## src/rtl/dmem_port_arbiter.sv

```systemverilog
// Arbiter and sequencer for the shared single-port data memory (load unit vs store unit).
// Define DMEM_RR_EN for round-robin tie breaking; otherwise loads win ties.
module dmem_port_arbiter (
    input  logic        i_clk,
    input  logic        i_rst_n,
    input  logic        ld_req,
    input  logic [11:0] ld_addr,
    output logic        ld_gnt,
    output logic        ld_rvalid,
    output logic [31:0] ld_rdata,
    input  logic        st_req,
    input  logic [11:0] st_addr,
    input  logic [31:0] st_wdata,
    input  logic [3:0]  st_be,
    output logic        st_gnt,
    output logic        st_done,
    output logic        mem_rw_mode,
    output logic [9:0]  mem_addr,
    output logic [31:0] mem_wdata,
    input  logic [31:0] mem_rdata,
    output logic        busy
);

    typedef enum logic [2:0] {
        IDLE,
        LD_RD,
        LD_RET,
        ST_WR,
        RMW_RD,
        RMW_MRG,
        RMW_WR
    } state_t;

    state_t      state;
    state_t      state_nxt;
    logic [9:0]  cap_addr;
    logic [31:0] cap_wdata;
    logic [3:0]  cap_be;
    logic [31:0] merged;
    logic [31:0] merge_word;
    logic        pick_ld;
    logic        unused_addr_bits;

    assign unused_addr_bits = ^{ld_addr[1:0], st_addr[1:0]};

`ifdef DMEM_RR_EN
    // last_ld remembers whether the most recent grant went to the load unit
    logic last_ld;

    always_ff @(posedge i_clk or negedge i_rst_n) begin
        if (!i_rst_n) begin
            last_ld <= 1'b0;
        end else if (ld_gnt || st_gnt) begin
            last_ld <= ld_gnt;
        end
    end

    assign pick_ld = ld_req && (!st_req || !last_ld);
`else
    assign pick_ld = ld_req;
`endif

    always_ff @(posedge i_clk or negedge i_rst_n) begin
        if (!i_rst_n) begin
            state <= IDLE;
        end else begin
            state <= state_nxt;
        end
    end

    // Grants are gated by reset so every output reads 0 while reset is held
    always_comb begin
        state_nxt = state;
        ld_gnt    = 1'b0;
        st_gnt    = 1'b0;
        case (state)
            IDLE: begin
                if (i_rst_n) begin
                    if (pick_ld) begin
                        ld_gnt    = 1'b1;
                        state_nxt = LD_RD;
                    end else if (st_req) begin
                        st_gnt    = 1'b1;
                        state_nxt = ((st_be == 4'hF) || (st_be == 4'h0)) ? ST_WR : RMW_RD;
                    end
                end
            end
            LD_RD:   state_nxt = LD_RET;
            LD_RET:  state_nxt = IDLE;
            ST_WR:   state_nxt = IDLE;
            RMW_RD:  state_nxt = RMW_MRG;
            RMW_MRG: state_nxt = RMW_WR;
            RMW_WR:  state_nxt = IDLE;
            default: state_nxt = IDLE;
        endcase
    end

    always_ff @(posedge i_clk or negedge i_rst_n) begin
        if (!i_rst_n) begin
            cap_addr  <= 10'd0;
            cap_wdata <= 32'd0;
            cap_be    <= 4'd0;
        end else if (ld_gnt) begin
            cap_addr  <= ld_addr[11:2];
        end else if (st_gnt) begin
            cap_addr  <= st_addr[11:2];
            cap_wdata <= st_wdata;
            cap_be    <= st_be;
        end
    end

    always_comb begin
        merge_word = 32'd0;
        for (int i = 0; i < 4; i++) begin
            merge_word[8*i +: 8] = cap_be[i] ? cap_wdata[8*i +: 8] : mem_rdata[8*i +: 8];
        end
    end

    always_ff @(posedge i_clk or negedge i_rst_n) begin
        if (!i_rst_n) begin
            merged <= 32'd0;
        end else if (state == RMW_MRG) begin
            merged <= merge_word;
        end
    end

    // Memory side depends only on state and captured operands, never on live requests
    always_comb begin
        busy        = (state != IDLE);
        ld_rvalid   = (state == LD_RET);
        ld_rdata    = (state == LD_RET) ? mem_rdata : 32'd0;
        st_done     = (state == ST_WR) || (state == RMW_WR);
        mem_addr    = (state == IDLE) ? 10'd0 : cap_addr;
        mem_rw_mode = ((state == ST_WR) && (cap_be != 4'h0)) || (state == RMW_WR);
        mem_wdata   = 32'd0;
        if (state == ST_WR) begin
            mem_wdata = cap_wdata;
        end else if (state == RMW_WR) begin
            mem_wdata = merged;
        end
    end

endmodule

```

## config.mk

```make
export PLATFORM = sky130hd
export DESIGN_NAME = dmem_port_arbiter
export DESIGN_NICKNAME = d
export VERILOG_FILES = /design/src/rtl/dmem_port_arbiter.sv
export SDC_FILE = /design/constraint.sdc
export NUM_CORES = 1
export LEC_CHECK = 0
export BUFFER_PORTS_ARGS = -buffer_cell sky130_fd_sc_hd__buf_2
export CAP_MARGIN = 20
export CORE_ASPECT_RATIO = 1.2
export CORE_MARGIN = 4
export CORE_UTILIZATION = 41
export DETAILED_ROUTE_END_ITERATION = 6
export GPL_TIMING_DRIVEN = 0
export PLACE_DENSITY = 0.76
export SLEW_MARGIN = 20
export SYNTH_ARGS = -nofsm -noshare
export SYNTH_HDL_FRONTEND = slang
export SYNTH_SLANG_ARGS = --single-unit
```

## constraint.sdc

```tcl
create_clock -name i_clk -period 2.3 [get_ports i_clk]
set_input_delay 0.115 -clock i_clk [delete_from_list [all_inputs] [get_ports i_clk]]
set_output_delay 0.115 -clock i_clk [all_outputs]
set_load 0.005 [all_outputs]
```

==> results of run 1 <==
==> cells by family (layout without fill, tap and decap cells) <==
kind of cell / after synthesis / after routing / synth area share, %
compound gates: 89 / 89 / 15.0
buf+inv: 45 / 238 / 5.30
flops: 81 / 81 / 46.4
mux: 68 / 68 / 19.1
simple gates: 112 / 112 / 14.2
==> stage by stage <==
stage	worst slack [ns]	power, W	hold WS [ns]	setup TNS, ns
2_1_floorplan	0.606	0.00464	-0.181	0
3_3_place_gp	-0.804	0.00556	0.348	-34.66
3_5_place_dp	0.0890	0.00571	0.105	0
4_1_cts	0.0195	0.00730	0.00183	0
5_1_grt	0.00915	0.00774	0.00652	0
6_report	0.153	0.00722	0.0153	0
==> how the worst max path moves through the flow <==
stage	slack (ns)	to
finish	0.15	mem_wdata[3]
global route	0.009	mem_wdata[14]
CTS	0.02	ld_rdata[12]
detailed placement	0.09	ld_rdata[12]
global placement	-0.80	cap_wdata[21]
floorplan	0.61	cap_be[3]
==> cells in the final DEF (no fill, tap or decap) <==
master           n
buf_2          175
dfrtp_1         81
and2_1          42
nand2_1         35
a22o_1          33
mux2i_1         32
o21ai_0         32
mux2_4          29
clkbuf_1        17
inv_1           13
or2_2           12
nor2_1          11
a31oi_1         10
o221a_2          9
clkbuf_16        9
mux2_2           7
clkbuf_2         6
clkbuf_8         5
buf_12           4
dlygate4sd3_1    4
nor3_2           2
or4_1            2
nand3b_1         2
buf_6            1
nor4b_2          1
and3_1           1
or3_4            1
buf_1            1
a21o_1           1
nor2_8           1
nand4_1          1
nor3_1           1
a21oi_1          1
a41o_1           1
o221a_1          1
o32ai_1          1
bufinv_16        1
buf_4            1
buf_16           1
==> cell type report <==
type	instances	share of cell area [%]
buffer	32	3.27
clock buffer	15	5.12
clock inverter	1	0.516
inverter	13	0.839
multi-input combinational	269	36.4
sequential	81	34.9
tap	129	2.78
timing repair buffer	177	16.3
==> cells in the mapped netlist, types with 7 or more instances <==
master / count / area (sq um)
mux2i_1: 32 / 320
a31oi_1: 10 / 62.6
clkbuf_1: 22 / 82.6
nand2_1: 35 / 131
o21ai_0: 32 / 160
inv_1: 13 / 48.8
mux2_2: 7 / 78.8
o221a_2: 9 / 101
and2_1: 42 / 263
nor2_1: 11 / 41.3
mux2_4: 29 / 435
or2_2: 12 / 75.1
a22o_1: 33 / 289
dfrtp_1: 81 / 2030
==> power groups by stage <==
| stage | combinational, W | clock, W | sequential (W) |
|---|---|---|---|
| 6_report | 0.00308 | 0.00153 | 0.00260 |
| 5_1_grt | 0.00341 | 0.00163 | 0.00270 |
| 4_1_cts | 0.00312 | 0.00157 | 0.00260 |
| 3_5_place_dp | 0.00310 | 0 | 0.00262 |
| 3_3_place_gp | 0.00299 | 0 | 0.00257 |
| 2_1_floorplan | 0.00215 | 0 | 0.00248 |
==> registers in the layout, indices dropped and copies added (netlist names) <==
register and cells:
merged 32, cap_be 4, cap_addr 10, state 3, cap_wdata 32
==> critical path: cells and delay by family, from the launching register on <==
kind / cells / cell delay [ns]
buffers and inverters: 3 / 0.58
DFF: 1 / 0.46
and+or+nand+nor: 1 / 0.46
AOI/OAI and AO/OA: 1 / 0.20
==> timing repair <==
item                                   4_1_cts  5_1_grt
setup endpoints to repair                   34       27
pin swaps                                    0        0
endpoints found under the hold margin       36        0
hold buffers                                 5        0
gates resized for setup                      4        6
==> routing by layer <==
layer / GRT usage (%) / share of wire (%) / routed length [microns] / vias to the layer above
met2: 33.6 / 50 / 6040 / 125
met1: 26.2 / 43 / 5270 / 1822
met4: 4.84 / 0.90 / 110 / 0
met3: 4.20 / 6.1 / 737 / 8
met5: 0 / 0 / 0 / -
li1: - / - / - / 1776
==> results.sh, run 1 <==
export IMPL_area_growth_pct=33.1
export IMPL_sw_frac_of_total_pct=33.6
export IMPL_clkTransAtPathRegs_ns=0.06
export IMPL_seq_area_sq_um=2030
export IMPL_crit_fanout=10
export IMPL_cp_required_ns=2.18
export IMPL_netlist_area_sq_um=4370
export IMPL_crit_top_cell="buf_2"
export IMPL_clk_latency_ns=0.33
export IMPL_seq_power_share_pct=36.1
export IMPL_cts_max_level=3
export IMPL_critPathKind="reg2out"
export IMPL_vias=3731
export IMPL_rrSetupSlack_ns=0.48
export IMPL_crit_chain="inv_1 > nor3_2 > buf_2 > a22o_1 > buf_2"
export IMPL_ys_types=32
export IMPL_fin_util_pct=55.6
export IMPL_multiInputGateArea_sq_um=2110
export IMPL_syn_inst=395
export IMPL_die_x_microns=102
export IMPL_viasPerCell=5.20
export IMPL_gp_congestion=0.768
export IMPL_grt_pass1_wl_microns=19400
export IMPL_cp_startpoint="state[2]"
export IMPL_io_buffers=171
export IMPL_switchingPower_w=0.00243
export IMPL_die_h_microns=121
export IMPL_clockPowerShare_pct=21.2
export IMPL_cts_sinks=81
export IMPL_track_usage_pct=20.0
export IMPL_dpl_hpwl_microns=8840
export IMPL_first_pass_iters=4
export IMPL_power_internal_w=0.00479
export IMPL_clock_skew_ns=0.00531
export IMPL_antenna_found_initial=0
export IMPL_cts_buffer_depth=2
export IMPL_drt_total_wl_microns=12200
export IMPL_r2r_start="state[0]"
export IMPL_power_density_nw_per_um2=1240
export IMPL_cts_root_buf="clkbuf_16"
export IMPL_synthArstFlopShare_pct=100
export IMPL_cts_inserted_buffers=9
export IMPL_core_sq_um=10500
export IMPL_slew_viol_final=0
export IMPL_pwr_share_comb_pct=42.7
export IMPL_grt_pass1_vias=3946
export IMPL_hold_path_class="in2reg"
export IMPL_final_hold_viol_count=0
export IMPL_synth_seq_cells=81
export IMPL_stdcell_area_sq_um=5820
export IMPL_relSlewSlack_pct=51.0
export IMPL_min_from="st_wdata[11]"
export IMPL_drcViolationCount=0
export IMPL_fill_cells=999
export IMPL_dieArea_sq_um=12400
export IMPL_status="finished, final reports clean"
export IMPL_critPathLaunchType="flop"
export IMPL_synth_ff_type="dfrtp_1"
export IMPL_grt_max_degree=53
export IMPL_worstPathArrival_ns=2.03
export IMPL_drive_gt1_share_pct=45.1
export IMPL_ff2ff_path_depth=5
export IMPL_antenna_left=0
export IMPL_drt_iter0_drc=101
export IMPL_post_cts_setup_buffers=0
export IMPL_max_cap_viol_count=0
export IMPL_placed_cells=696
export IMPL_period_minus_slack_ns=2.15
export IMPL_diodes=0
export IMPL_slowest_delay_ns=0.46
export IMPL_post_route_period_util_pct=93.3
export IMPL_syn_avg_cell_area_sq_um=11.1
export IMPL_max_freq_mhz=466
export IMPL_setup_viol=0
export IMPL_worst_hold_path_endpoint="cap_wdata[11]"
export IMPL_initial_core_util_pct=41.7
export IMPL_placed_area_sq_um=5420
export IMPL_r2r_end="cap_wdata[22]"
export IMPL_tightest_slew_ns=0.735
export IMPL_slowest_stage="dfrtp_1"
export IMPL_final_cells=717
export IMPL_num_rows=41
export IMPL_yosysWarnings=0
export IMPL_synth_edf_count=0
export IMPL_wire_per_inst_microns=17.0
export IMPL_nNetsFinal=679
export IMPL_peakVddDrop_mv=0.614
export IMPL_num_io_pins=176
export IMPL_synth_nets=491
export IMPL_yosysSeqAreaShare_pct=46.4
export IMPL_rsz0062_at_grt="no"
export IMPL_cts_tree="done"
export IMPL_min_path_cells=2
export IMPL_power_leakage_nw=3.08
export IMPL_crit_path_end_kind="output pin"
export IMPL_grt_ovfl_total=0
Note: power is estimated with default switching activity, not from simulation.
==> run 2: changes to the inputs <==
- MAX_ROUTING_LAYER: default -> met4
==> results.sh, run 2 (synthesized netlist as in run 1, its figures left out) <==
export IMPL_die_h_microns=121
export IMPL_pwr_share_comb_pct=42.7
export IMPL_sw_frac_of_total_pct=33.6
export IMPL_power_leakage_nw=3.08
export IMPL_switchingPower_w=0.00242
export IMPL_dpl_hpwl_microns=8840
export IMPL_clockPowerShare_pct=21.2
export IMPL_drcViolationCount=0
export IMPL_wire_per_inst_microns=16.9
export IMPL_final_setup_tns_ns=0
export IMPL_core_sq_um=10500
export IMPL_cts_root_buf="clkbuf_16"
export IMPL_cts_inserted_buffers=9
export IMPL_period_minus_slack_ns=2.15
export IMPL_antenna_found_initial=0
export IMPL_final_hold_viol_count=0
export IMPL_relSlewSlack_pct=50.9
export IMPL_clk_latency_ns=0.33
export IMPL_cts_max_level=3
export IMPL_setup_viol=0
export IMPL_power_density_nw_per_um2=1240
export IMPL_max_freq_mhz=464
export IMPL_num_rows=41
export IMPL_dieArea_sq_um=12400
export IMPL_rsz0062_at_grt="no"
export IMPL_die_x_microns=102
export IMPL_area_growth_pct=33.1
export IMPL_final_cells=717
export IMPL_slew_viol_final=0
export IMPL_slowest_stage="dfrtp_1"
export IMPL_rrSetupSlack_ns=0.48
export IMPL_drt_iter0_drc=87
export IMPL_io_buffers=171
export IMPL_grt_max_degree=53
export IMPL_crit_chain="inv_1 > nor3_2 > buf_2 > a22o_1 > buf_2"
export IMPL_slowest_delay_ns=0.46
export IMPL_gp_congestion=0.778
export IMPL_clock_skew_ns=0.00601
export IMPL_grt_ovfl_total=0
export IMPL_track_usage_pct=20.6
export IMPL_viasPerCell=5.21
export IMPL_first_pass_iters=4
export IMPL_seq_power_share_pct=36.1
export IMPL_post_route_period_util_pct=93.6
export IMPL_grt_pass1_wl_microns=19400
export IMPL_layout_common_cells="buf_2 (175), dfrtp_1 (81), and2_1 (42), nand2_1 (35), a22o_1 (33)"
export IMPL_drive_gt1_share_pct=45.1
export IMPL_crit_fanout=10
export IMPL_max_cap_viol_count=0
export IMPL_crit_path_end_kind="output pin"
export IMPL_post_cts_setup_buffers=0
export IMPL_tightest_slew_ns=0.737
export IMPL_fin_util_pct=55.6
export IMPL_placed_cells=696
export IMPL_cts_buffer_depth=2
export IMPL_status="finished, final reports clean"
export IMPL_fill_cells=999
export IMPL_critPathLaunchType="flop"
export IMPL_vias=3738
export IMPL_fin_total_pwr_w=0.00721
export IMPL_power_internal_w=0.00479
export IMPL_critPathKind="reg2out"
export IMPL_worstPathArrival_ns=2.04
export IMPL_top_regs="cap_wdata: 32 flops, merged: 32 flops, cap_addr: 10 flops"
export IMPL_final_common_cell="buf_2"
export IMPL_placed_area_sq_um=5420
export IMPL_cts_tree="done"
export IMPL_nNetsFinal=679
export IMPL_grt_pass1_vias=3941
export IMPL_num_io_pins=176
export IMPL_clkTransAtPathRegs_ns=0.06
export IMPL_diodes=0
export IMPL_hold_path_class="in2reg"
export IMPL_stdcell_area_sq_um=5820
export IMPL_drt_total_wl_microns=12100
export IMPL_peakVddDrop_mv=0.606
export IMPL_cts_sinks=81
export IMPL_initial_core_util_pct=41.7
export IMPL_antenna_left=0
export IMPL_cp_required_ns=2.18
export IMPL_crit_top_cell="buf_2"
run 2: critical path, delay by kind of cell (launching register included):
family                 cells  cell delay [ns]
AOI/OAI and AO/OA          1             0.20
buffers and inverters      3             0.59
DFF                        1             0.46
and+or+nand+nor            1             0.46
run 2: final cells by class:
type | count | area, sq um | area share (%)
plain buffers | 32 | 190 | 3.27
flip-flops and latches | 81 | 2030 | 34.9
clock inverters | 1 | 30.0 | 0.516
well taps | 129 | 161 | 2.78
repair buffers | 177 | 946 | 16.3
clock buffers | 15 | 298 | 5.12
multi-input cells | 269 | 2110 | 36.4
inverters | 13 | 48.8 | 0.839
run 2: power groups by stage:
stage | sequential (W) | clock [W] | combinational (W)
after floorplan | 0.00248 | 0 | 0.00215
after global placement | 0.00257 | 0 | 0.00299
after detailed placement | 0.00262 | 0 | 0.00310
after CTS | 0.00260 | 0.00157 | 0.00312
after global routing | 0.00270 | 0.00163 | 0.00341
final | 0.00260 | 0.00153 | 0.00308
run 2: worst paths after layout:
check                            start            end  cells after the start
max in group asynchronous      i_rst_n     merged[23]                      3
min reg2reg                 merged[26]     merged[26]                      2
max                           state[2]   mem_wdata[3]                      5
min in group asynchronous      i_rst_n   cap_wdata[9]                      3
min                        st_wdata[3]   cap_wdata[3]                      2
max reg2reg                   state[0]  cap_wdata[22]                      5
run 2: routing by layer:
layer	up-vias	GRT usage (%)	share of wire, %
met1	1825	26.5	43
met4	0	5.33	0.85
met3	10	3.39	6.2
li1	1773	-	-
met2	130	33.8	50
met5	-	-	0
run 2: repair_timing:
| item | in CTS | in global routing |
|---|---|---|
| gates resized for setup | 4 | 6 |
| hold endpoints to repair | 36 | 0 |
| hold buffers | 5 | 0 |
| setup endpoints to repair | 34 | 27 |
run 2: per-stage QoR:
| stage | setup WS (ns) | hold WS [ns] |
|---|---|---|
| 2_1_floorplan | 0.606 | -0.181 |
| 3_3_place_gp | -0.804 | 0.348 |
| 3_5_place_dp | 0.0890 | 0.105 |
| 4_1_cts | 0.0195 | 0.00183 |
| 5_1_grt | 0.0101 | 0.00756 |
| 6_report | 0.147 | 0.0152 |
